<file path="src/rtl/uart_pkt_gen_pkg.sv">
// Shared definitions for the UART packet generator: state encodings, default command codes, bit period.
// The PARITY state exists only when UART_PARITY_EN is defined.
package uart_pkt_gen_pkg;

    typedef enum logic [2:0] {
        IDLE   = 3'd0,
        START  = 3'd1,
        DATA   = 3'd2,
`ifdef UART_PARITY_EN
        PARITY = 3'd3,
`endif
        STOP   = 3'd4,
        GAP    = 3'd5
    } state_t;

    localparam int DEF_WR_CMD = 'h44;
    localparam int DEF_RD_CMD = 'h55;

    function automatic int bit_cyc(input longint clk_freq, input longint baud_rate);
        return int'(clk_freq / baud_rate);
    endfunction

endpackage

</file>
<file path="src/rtl/uart_baud_gen.sv">
// Bit-period timer: one-cycle bit_tick every BIT_CYC cycles while en is high;
// dropping en restarts the count at zero.
module uart_baud_gen #(
    parameter int BIT_CYC = 10
) (
    input  logic sys_clk,
    input  logic sys_rst_n,
    input  logic en,
    output logic bit_tick
);
    localparam int CW = (BIT_CYC > 1) ? $clog2(BIT_CYC) : 1;
    localparam logic [CW-1:0] LAST = CW'(BIT_CYC - 1);

    logic [CW-1:0] cnt_reg;

    always_ff @(posedge sys_clk) begin
        if (!sys_rst_n || !en) begin
            cnt_reg <= '0;
        end else if (cnt_reg == LAST) begin
            cnt_reg <= '0;
        end else begin
            cnt_reg <= cnt_reg + CW'(1);
        end
    end

    assign bit_tick = en && (cnt_reg == LAST);

endmodule

</file>
<file path="src/rtl/uart_pkt_gen.sv">
// UART packet generator: READ = RD_CMD frame, WRITE = WR_CMD + BURST_LEN payload frames.
// Define UART_PARITY_EN to add a parity bit per frame (even, or odd with PARITY_ODD=1).
module uart_pkt_gen
    import uart_pkt_gen_pkg::*;
#(
    parameter int CLK_FREQ  = 200_000_000,
    parameter int BAUD_RATE = 9600,
    parameter int D_WIDTH   = 8,
    parameter int BURST_LEN = 4,
    parameter int IDLE_BITS = 10,
    parameter logic [D_WIDTH-1:0] WR_CMD = D_WIDTH'(DEF_WR_CMD),
    parameter logic [D_WIDTH-1:0] RD_CMD = D_WIDTH'(DEF_RD_CMD)
`ifdef UART_PARITY_EN
    ,
    parameter bit PARITY_ODD = 1'b0
`endif
) (
    input  logic                           sys_clk,
    input  logic                           sys_rst_n,
    input  logic                           cmd_valid,
    output logic                           cmd_ready,
    input  logic                           cmd_is_rd,
    input  logic [D_WIDTH*BURST_LEN-1:0]   wr_data,
    output logic                           tx,
    output logic                           busy,
    output logic                           pkt_done
);
    localparam int BIT_CYC = bit_cyc(CLK_FREQ, BAUD_RATE);
    localparam int BW = $clog2(D_WIDTH);
    localparam int FW = $clog2(BURST_LEN + 1);
    localparam int GW = (IDLE_BITS > 1) ? $clog2(IDLE_BITS) : 1;

    state_t                         state_reg;
    logic                           tx_reg;
    logic                           busy_reg;
    logic                           cmd_ready_reg;
    logic                           is_rd_reg;
    logic [D_WIDTH*BURST_LEN-1:0]   wr_data_reg;
    logic [D_WIDTH-1:0]             shift_reg;
    logic [BW-1:0]                  bit_cnt_reg;
    logic [FW-1:0]                  frame_cnt_reg;
    logic [GW-1:0]                  gap_cnt_reg;
`ifdef UART_PARITY_EN
    logic                           parity_reg;
`endif

    logic                           bit_tick;
    logic                           last_frame;
    logic                           last_gap_bit;
    logic [D_WIDTH-1:0]             cmd_frame;
    logic [D_WIDTH-1:0]             payload [1<<FW];

    uart_baud_gen #(.BIT_CYC(BIT_CYC)) u_baud (
        .sys_clk   (sys_clk),
        .sys_rst_n (sys_rst_n),
        .en        (busy_reg),
        .bit_tick  (bit_tick)
    );

    // Payload table padded to a power of two so frame_cnt_reg indexes it directly.
    for (genvar gi = 0; gi < (1 << FW); gi++) begin : g_payload
        if (gi < BURST_LEN) begin : g_used
            assign payload[gi] = wr_data_reg[gi*D_WIDTH +: D_WIDTH];
        end else begin : g_pad
            assign payload[gi] = '0;
        end
    end

    assign cmd_frame    = cmd_is_rd ? RD_CMD : WR_CMD;
    assign last_frame   = is_rd_reg ? (frame_cnt_reg == '0) : (frame_cnt_reg == FW'(BURST_LEN));
    assign last_gap_bit = (gap_cnt_reg == GW'(IDLE_BITS - 1));

    assign tx        = tx_reg;
    assign busy      = busy_reg;
    assign cmd_ready = cmd_ready_reg;
    // Decoded from registers so the pulse lands in the final GAP cycle, not one after it.
    assign pkt_done  = (state_reg == GAP) && last_frame && last_gap_bit && bit_tick;

    always_ff @(posedge sys_clk) begin
        if (!sys_rst_n) begin
            state_reg     <= IDLE;
            tx_reg        <= 1'b1;
            busy_reg      <= 1'b0;
            cmd_ready_reg <= 1'b0;
            is_rd_reg     <= 1'b0;
            wr_data_reg   <= '0;
            shift_reg     <= '0;
            bit_cnt_reg   <= '0;
            frame_cnt_reg <= '0;
            gap_cnt_reg   <= '0;
`ifdef UART_PARITY_EN
            parity_reg    <= 1'b0;
`endif
        end else begin
            case (state_reg)
                IDLE: begin
                    if (cmd_valid && cmd_ready_reg) begin
                        state_reg     <= START;
                        tx_reg        <= 1'b0;
                        busy_reg      <= 1'b1;
                        cmd_ready_reg <= 1'b0;
                        is_rd_reg     <= cmd_is_rd;
                        wr_data_reg   <= wr_data;
                        shift_reg     <= cmd_frame;
                        frame_cnt_reg <= '0;
`ifdef UART_PARITY_EN
                        parity_reg    <= (^cmd_frame) ^ PARITY_ODD;
`endif
                    end else begin
                        cmd_ready_reg <= 1'b1;
                    end
                end
                START: begin
                    if (bit_tick) begin
                        state_reg   <= DATA;
                        tx_reg      <= shift_reg[0];
                        shift_reg   <= {1'b0, shift_reg[D_WIDTH-1:1]};
                        bit_cnt_reg <= '0;
                    end
                end
                DATA: begin
                    if (bit_tick) begin
                        if (bit_cnt_reg == BW'(D_WIDTH - 1)) begin
`ifdef UART_PARITY_EN
                            state_reg <= PARITY;
                            tx_reg    <= parity_reg;
`else
                            state_reg <= STOP;
                            tx_reg    <= 1'b1;
`endif
                        end else begin
                            bit_cnt_reg <= bit_cnt_reg + BW'(1);
                            tx_reg      <= shift_reg[0];
                            shift_reg   <= {1'b0, shift_reg[D_WIDTH-1:1]};
                        end
                    end
                end
`ifdef UART_PARITY_EN
                PARITY: begin
                    if (bit_tick) begin
                        state_reg <= STOP;
                        tx_reg    <= 1'b1;
                    end
                end
`endif
                STOP: begin
                    if (bit_tick) begin
                        state_reg   <= GAP;
                        gap_cnt_reg <= '0;
                    end
                end
                GAP: begin
                    if (bit_tick) begin
                        if (!last_gap_bit) begin
                            gap_cnt_reg <= gap_cnt_reg + GW'(1);
                        end else if (last_frame) begin
                            state_reg     <= IDLE;
                            busy_reg      <= 1'b0;
                            cmd_ready_reg <= 1'b1;
                            frame_cnt_reg <= '0;
                        end else begin
                            // Payload frame k is table entry k, i.e. the current frame count.
                            state_reg     <= START;
                            tx_reg        <= 1'b0;
                            shift_reg     <= payload[frame_cnt_reg];
                            frame_cnt_reg <= frame_cnt_reg + FW'(1);
`ifdef UART_PARITY_EN
                            parity_reg    <= (^payload[frame_cnt_reg]) ^ PARITY_ODD;
`endif
                        end
                    end
                end
                default: begin
                    state_reg <= IDLE;
                    tx_reg    <= 1'b1;
                    busy_reg  <= 1'b0;
                end
            endcase
        end
    end

endmodule
</file>
<file path="config.mk">
export PLATFORM = sky130hd
export DESIGN_NAME = uart_pkt_gen
export DESIGN_NICKNAME = d
export VERILOG_FILES = /design/src/rtl/uart_pkt_gen_pkg.sv /design/src/rtl/uart_baud_gen.sv /design/src/rtl/uart_pkt_gen.sv
export SDC_FILE = /design/constraint.sdc
export NUM_CORES = 1
export LEC_CHECK = 0
export ABC_AREA = 1
export CORE_MARGIN = 1
export CORE_UTILIZATION = 61
export CTS_CLUSTER_SIZE = 8
export DETAILED_ROUTE_END_ITERATION = 8
export GPL_TIMING_DRIVEN = 0
export PLACE_DENSITY = 0.85
export SYNTH_ARGS = -nofsm -noshare
export SYNTH_HDL_FRONTEND = slang
export SYNTH_SLANG_ARGS = --single-unit
</file>
<file path="constraint.sdc">
create_clock -name sys_clk -period 3.14 [get_ports sys_clk]
set_input_delay 0.628 -clock sys_clk [delete_from_list [all_inputs] [get_ports sys_clk]]
set_output_delay 0.628 -clock sys_clk [all_outputs]
set_load 0.01 [all_outputs]
</file>
[Word level (Yosys, flattened, before mapping)]
Cells that the tools add are included.
Storage, ports and cells
  output and inout port bits: 4
  input bits: 36
  word-level logic and storage cells: 116
  bits in registers: 72
Cells by class
  $lt $le $gt $ge: 1
  muxes and demuxes: 53
  $add $sub $neg: 4
  reductions and logical operators: 25
  bitwise gates (word level): 3
  equal/unequal tests: 19
Operator list (number)
  $mux 8: 9
  $mux 3: 14
  $pmux 8 s4: 1
  $bmux 8 s3: 1
  $ne 2x2->1 const B: 11
  $mux 1: 17
  $reduce_and 4->1: 4
  $add 15x1->15 const B: 1
  $eq 15x15->1 const B: 1
  $pmux 3 s5: 1
  $reduce_and 7->1: 2
  $eq 3x3->1 const B: 4
  $mux 4: 3
  $pmux 3 s2: 2
  $pmux 4 s2: 1
  $reduce_and 8->1: 1
  $add 3x1->3 const B: 2
  $logic_not 3->1: 2
  $reduce_bool 2->1: 3
  $logic_and 1x1->1: 5
  $mux 5: 1
  $pmux 1 s5: 1
  $reduce_and 5->1: 1
  $add 4x1->4 const B: 1
  14 further kinds: 16

[Depth between registers and ports, before layout]
  word-level depth: 8
  depth in mapped cells: 13
  mapped depth without buffers: 13

[Modules after synthesis]
Synthesis repeated with hierarchy kept, for this count alone.
Second synthesis, totals
  cell total of the unflattened synthesis: 549
  area total of the unflattened synthesis: 3652.3 sq um
Modules (own cells, without submodules)
  uart_pkt_gen: instances 1, cells an instance 431, seq. area each 1141.1 sq um, area each 2827.7 sq um
  uart_baud_gen: instances 1, cells an instance 118, seq. area each 300.3 sq um, area each 824.5 sq um

[Worst setup path before layout]
OpenSTA, ideal clock, no wires.
  path kind: reg2out
  start point: register frame_cnt_reg[1]
  end point: output pkt_done
  setup slack: 915 ps
  stages on the path, launching flop included: 8
  arrival: 1597 ps
  buffers on the path: 1
  data required time: 2512 ps
  cells stage by stage: dfxtp_1 inv_1 clkbuf_1 ha_1 nand2_1 nor2_1 nand2_4 nor3_1
Between the ends
  word-level cells in the longest chain between the ends: 5
  elaborated cells between the ends (all ways): 6
  those cells by class: eq/ne: 1; mux: 1; reduce/logical: 4
Ends and longest elaborated chain
  start, declared: RTL line uart_pkt_gen.sv:41  | logic [FW-1:0] frame_cnt_reg;
  start signal, assigned: RTL line uart_pkt_gen.sv:166  | frame_cnt_reg <= frame_cnt_reg + FW'(1);
  $eq 3x3->1 or $logic_not 3->1 (tied branches): RTL line uart_pkt_gen.sv:70  | assign last_frame = is_rd_reg ? (frame_cnt_reg == '0) : (frame_cnt_reg == FW'(BURST_LEN));
  $mux 1 *: RTL line uart_pkt_gen.sv:70
  $logic_and 1x1->1 * (3 in a row): RTL line uart_pkt_gen.sv:77  | assign pkt_done = (state_reg == GAP) && last_frame && last_gap_bit && bit_tick;
  end, declared: RTL line uart_pkt_gen.sv:26  | output logic pkt_done
Every way passes the cells marked *; elsewhere a longest branch is shown, timed or not.

[Worst setup path in the final report]
Ends and elaborated chain as after synthesis.

==> results <==
-- area by class of cell --
type                            count  area share
Clock buffer                        9     0.02741
Tap cell                           75     0.02076
Buffer                             20     0.02159
Multi-Input combinational cell    407      0.4466
Timing Repair Buffer               42     0.09136
Inverter                           74     0.06285
Clock inverter                      7     0.01052
Sequential cell                    72      0.3189
-- logic make-up (layout without fill, tap and decap cells) --
family                   count (synthesis)  count (layout)  share of synthesized area
adder cells (fa/ha/maj)                  8               8                    0.02605
AO/OA/AOI/OAI                           77              77                     0.1042
XOR/XNOR                                 7               7                    0.01596
buffers and inverters                   96             152                     0.1003
flip-flops                              72              72                     0.3751
AND/OR/NAND/NOR                        315             315                     0.3784
-- cells in the final DEF (no fill, tap or decap), drive strengths merged --
| cell type | count |
|---|---|
| a21o | 1 |
| a21oi | 50 |
| buf | 13 |
| clkbuf | 19 |
| clkdlybuf4s50 | 39 |
| clkinv | 5 |
| clkinvlp | 3 |
| dfxtp | 72 |
| ha | 8 |
| inv | 73 |
| nand2 | 155 |
| nand3 | 63 |
| nand3b | 1 |
| nand4 | 15 |
| nor2 | 70 |
| nor3 | 9 |
| nor3b | 1 |
| o21a | 1 |
| o21ai | 24 |
| o22ai | 1 |
| or3 | 1 |
| xnor2 | 2 |
| xor2 | 5 |
-- per-layer routing --
metal  global-route usage  part of all wire
met5                    0                 0
met2               0.4958              0.48
met3              0.07753             0.058
met4               0.1500             0.031
met1               0.3762              0.43
-- worst register-to-register path, delay by kind of cell, from the launching register on --
kind	cells	cell delay (ns)
and+or+nand+nor	7	0.76
buffers and inverters	2	0.26
DFF	1	0.49
adders and majority gates	1	0.25
-- power breakdown --
| group | leakage (uW) | total, uW | internal (uW) | switching [uW] |
|---|---|---|---|---|
| Clock | 0.0000854 | 645 | 286 | 359 |
| Sequential | 0.000585 | 1200 | 1070 | 127 |
| Combinational | 0.00122 | 1760 | 627 | 1130 |
-- final timing paths --
kind                     from        end  slack, ns  depth (start not counted)
min                 cmd_ready  cmd_ready       0.46                          2
max          frame_cnt_reg[1]   pkt_done       0.16                          7
max reg2reg  frame_cnt_reg[0]         tx       1.23                         10
min reg2reg         cmd_ready  cmd_ready       0.46                          2
-- stage by stage --
| step | instance area (um2) | utilization | power (uW) | worst slack (ns) |
|---|---|---|---|---|
| finish | 4519 | 0.7544 | 3602 | 0.1610 |
| global route | 4519 | 0.7544 | 3879 | 0.01419 |
| CTS | 4491 | 0.7496 | 3579 | 0.02989 |
| detailed placement | 4327 | 0.7222 | 2934 | 0.2074 |
| global placement | 4327 | 0.7222 | 2883 | 0.2374 |
| floorplan | 3842 | - | 2526 | 0.9147 |
-- repair_timing --
| action | in CTS | in global routing |
|---|---|---|
| setup buffers | 0 | 3 |
| hold buffers | 0 | 0 |
| resized for setup | 1 | 2 |
| setup endpoints to repair | 1 | 1 |
| cloned | 0 | 0 |
==> metrics.csv <==
metric;value;unit
status;completed;
area occupied by multi-input gates;2018;um2
initial antenna violation count;0;
Req. time, crit path;2.51;ns
Hold Vio Cnt, Final;0;
drt wl/cell;13.36;um
vias in the first global route;3386;
Synth Cell Area;3842;um2
Distinct cells, synth;35;
grt ovf;0;
number of flip-flops in the largest register;32;
worst path bufs/invs;2;
Fin Hold WS;0.4627;ns
share of cells above drive strength 1;0.09984;
Starting DRT DRC Count;260;
std cell rows;28;
final slew viol count;0;
pwr dens;797.0;nW/um2
worst slew pin tran;0.5494;ns
clock root cell;clkbuf_8;
Reg area;1441;um2
Clock Skew;0.009620;ns
Max VDD drop;0.5533;mV
Crit. End Element;output pin;
die area;6620;um2
Synth area leaders;dfxtp_1 38%, nand2_1 15%, nand3_1 7.8%;
Primary FF master, synth;dfxtp_1;
top cells by count, synth;149 x nand2_1, 72 x dfxtp_1, 64 x inv_1;
Post-synth ARST share;0;
CTS buffer count;9;
Peak Freq;335.7;MHz
Startpoint Class;flip-flop;
setup violators final;0;
sequential element share of the synthesized area;0.3751;
CTS tree;yes;
DRT antenna net count;0;
CTS Sinks;72;
Synth warnings;0;
die height;81.37;um
first-pass GRT wire length;15170;um
DR vias;3797;
Vias per Instance;5.378;
clk buf depth;2;
Crit Path Category;flip-flop to output pin;
ANT cells;0;
die width;81.37;um
Tcrit/Tclk final;0.9487;
I/O pin cnt;40;
Tmin final;2.979;ns
RSZ-0062 raised after global routing;no;
clock slew at reported path FFs;0.08;ns
Relative slew margins;0.6338;
area growth from synthesis to layout;17.62;%
drt first pass iters;6;
top-count cell post-synth;nand2_1;
cell chain of the critical path;inv_2 > ha_1 > nand2_1 > nor2_2 > nand2_4 > nor3_1 > clkdlybuf4s50_1;
CP top delay family;buffers and inverters;
H-tree depth;3;
final WL;9432;um
GPL Wtd Cong;0.8842;
Post-synth EDFFs;0;
#FFs+latches synth;72;
largest net degree at the start of global routing;14;
syn nets;619;
Crit path largest cell delay;0.58;ns
Synth top area share;0.3751;
Setup TNS;0;ns
Leakage;0.001889;uW
placed cells;689;
Starting Density;0.6414;
fill count;457;
CP max FO;13;
global-route usage over all layers;0.3065;
max cap viols;0;
slowest CP cell;clkdlybuf4s50_1;
DRC Markers;0;
Hold/Removal Path Class;flip-flop to flip-flop;
syn avg cell area;6.682;um2
largest area contributor in the netlist;dfxtp_1;
WP data arrival;2.35;ns
Finished Layout Cells;706;
core area;5991;um2
synthesized netlist cell count;575;
DP HPWL;7055;um
Port-buffer cells;39;
clock latency on the worst-skew pair;0.35;ns
NumNets Final;670;
Note: power is estimated with default switching activity, not from simulation.
==> RTL edit (same settings) <==
The 5 states of `state_t` get a Gray code encoding in 3 bits.
--- a/src/rtl/uart_pkt_gen_pkg.sv
+++ b/src/rtl/uart_pkt_gen_pkg.sv
@@ -3,14 +3,14 @@
 package uart_pkt_gen_pkg;
 
     typedef enum logic [2:0] {
-        IDLE   = 3'd0,
-        START  = 3'd1,
-        DATA   = 3'd2,
+        IDLE   = 3'b000,
+        START  = 3'b001,
+        DATA   = 3'b011,
 `ifdef UART_PARITY_EN
         PARITY = 3'd3,
 `endif
-        STOP   = 3'd4,
-        GAP    = 3'd5
+        STOP   = 3'b010,
+        GAP    = 3'b110
     } state_t;
 
     localparam int DEF_WR_CMD = 'h44;
Function: same outputs for any inputs over 10 cycles, from zero or initial values and one cycle with sys_rst_n low; not proved beyond that.
==> RTL edit against the unedited design <==
Area after synthesis down 4.9%; register-to-register slack better by 0.06 ns; die area down 4.8%; count of clock-buffer cells in the layout unchanged; cell area down 3.6%; setup slack better by 0.12 ns; wire length down 9.6%; core utilization up 1.8 points; combinational power down 35%; sequential share of layout area up 1.2 points; first-iteration DRC count down 15%; global-route usage down 2.4 points; sequential cell count unchanged; total power down 12%.
==> RTL edit: results (changes against the unedited design) <==
hold_depth: 2  # unchanged
ys.flop_type: "dfxtp_1"
ys_warn_count: 0  # unchanged
hold_class: "flip-flop to flip-flop"
grt_pass1_wl_mm: 13.8  # -8.8%
max_stage_delay_ns: 0.54  # -0.04 ns
ir_drop_v: 0.000439  # -21%
leakage_nw: 1.75  # -7.5%
clkTransAtPathRegs_ns: 0.08  # about the same
dr.pass1.iters: 5  # -1
place_ws_ns: 0.690  # +0.482 ns
critical_path.endpoint: "pkt_done"
final_nets: 631  # -5.8%
h-tree-depth: 3  # unchanged
clkLatencyLatePin_ns: 0.35  # about the same
cts_resized: 0  # -1
largest_reg_flops: 32  # unchanged
dp_hpwl_mm: 6.22  # -12%
drt_iter0_drc: 221  # -15%
cts_buffers: 9  # unchanged
ys_seq_area_share_pct: 39.4  # +1.9 points
viasPerCell: 5.36  # -0.31%
cts_max_path_buffers: 2  # unchanged
track_usage_pct: 28.2  # -2.4 points
tightest_slew_ns: 0.505  # -0.0445 ns
place.gp.congestion: 0.913  # +3.2%
yosys-top-cells-area: "dfxtp_1 39%, nand2_1 9.6%, inv_1 8.3%"
grt_max_degree: 14  # unchanged
syn_nets: 581  # -6.1%
grt_pass1_vias: 3115  # -8.0%
startpoint: "u_baud.cnt_reg[0]"
postCtsSetupBuffers: 0  # unchanged
async_flop_share_pct: 0  # unchanged
arrival_ns: 2.23  # -0.12 ns
r2r_slack_ns: 1.29  # +0.06 ns
antennaDiodeCount: 0  # unchanged
synth.top_cells.by_count: "93 x nand2_1, 81 x inv_1, 72 x dfxtp_1"
ys_types: 32  # -8.6%
port_buffers: 39  # unchanged
period_minus_slack_ns: 2.86  # -0.118 ns
crit_path_max_fanout: 4  # -9
crit_family: "simple AND/OR/NAND/NOR gates"
antenna_found_initial: 0  # unchanged
finalClockSkew_ns: 0.00786  # -0.00176 ns
drive_gt1_share_pct: 7.26  # -2.7 points
outcome: "complete, no violations"
wirelength_mm: 8.52  # -9.6%
ff2ff_path_depth: 10  # unchanged
timing.rr.end: "u_baud.cnt_reg[3]"
dpl_cell_area_mm2: 0.00414  # -4.4%
cp_slowest_cell: "clkdlybuf4s50_1"
clock-root-buffer: "clkbuf_8"
## RTL edit: kinds of logic (layout without fill, tap and decap cells)
logic type                 count (synthesis)  after routing  synth area share [%]
DFF                                       72             72                  39.4
AOI/OAI and AO/OA                        121            121                  17.7
xor gates and xnor gates                   5              5                  1.20
and+or+nand+nor                          224            224                  27.7
buffers and inverters                    107            162                  11.2
adders and majority gates                  8              8                  2.74
## RTL edit: worst min-delay path by stage
stage,slack [ns],endpoint,from
3_3_place_gp,0.43,wr_data_reg[20],wr_data_reg[20]
6_report,0.45,wr_data_reg[23],wr_data_reg[23]
5_1_grt,0.46,wr_data_reg[20],wr_data_reg[20]
3_5_place_dp,0.43,wr_data_reg[23],wr_data_reg[23]
4_1_cts,0.45,wr_data_reg[23],wr_data_reg[23]
2_1_floorplan,0.42,wr_data_reg[20],wr_data_reg[20]
## RTL edit: routing by layer
metal | vias to the layer above | global-route usage (%) | routed length (um)
met5 | - | 0 | 0
met4 | 0 | 13.3 | 173
met3 | 16 | 4.57 | 368
met2 | 94 | 45.8 | 3880
met1 | 1614 | 36.5 | 4100
li1 | 1836 | - | -
## RTL edit: power by group
group | internal (mW) | switching, mW
Sequential | 1.10 | 0.115
Combinational | 0.407 | 0.742
Clock | 0.447 | 0.368
Total | 1.96 | 1.23
## RTL edit: stage by stage
step                      cells  hold WS [ns]
after floorplan             537         0.420
after global placement      648         0.432
after detailed placement    648         0.435
after CTS                   664         0.446
after global routing        664         0.462
final                       664         0.447
## RTL edit: worst reg2reg max path: cells and delay by family, from the launching register on
family,cells,cell delay (ns)
adder cells (fa/ha/maj),1,0.23
buffers and inverters,3,0.37
flip-flops,1,0.39
AND/OR/NAND/NOR,6,0.77
## RTL edit: cell type report
class                      instances  area, um2
fill                             461       1290
clock inverter                     7       96.3
clock buffer                       9        124
timing repair buffer              39        390
inverter                          88        330
tap                               72       90.1
buffer                            19       80.1
sequential                        72       1440
multi-input combinational        358       1800
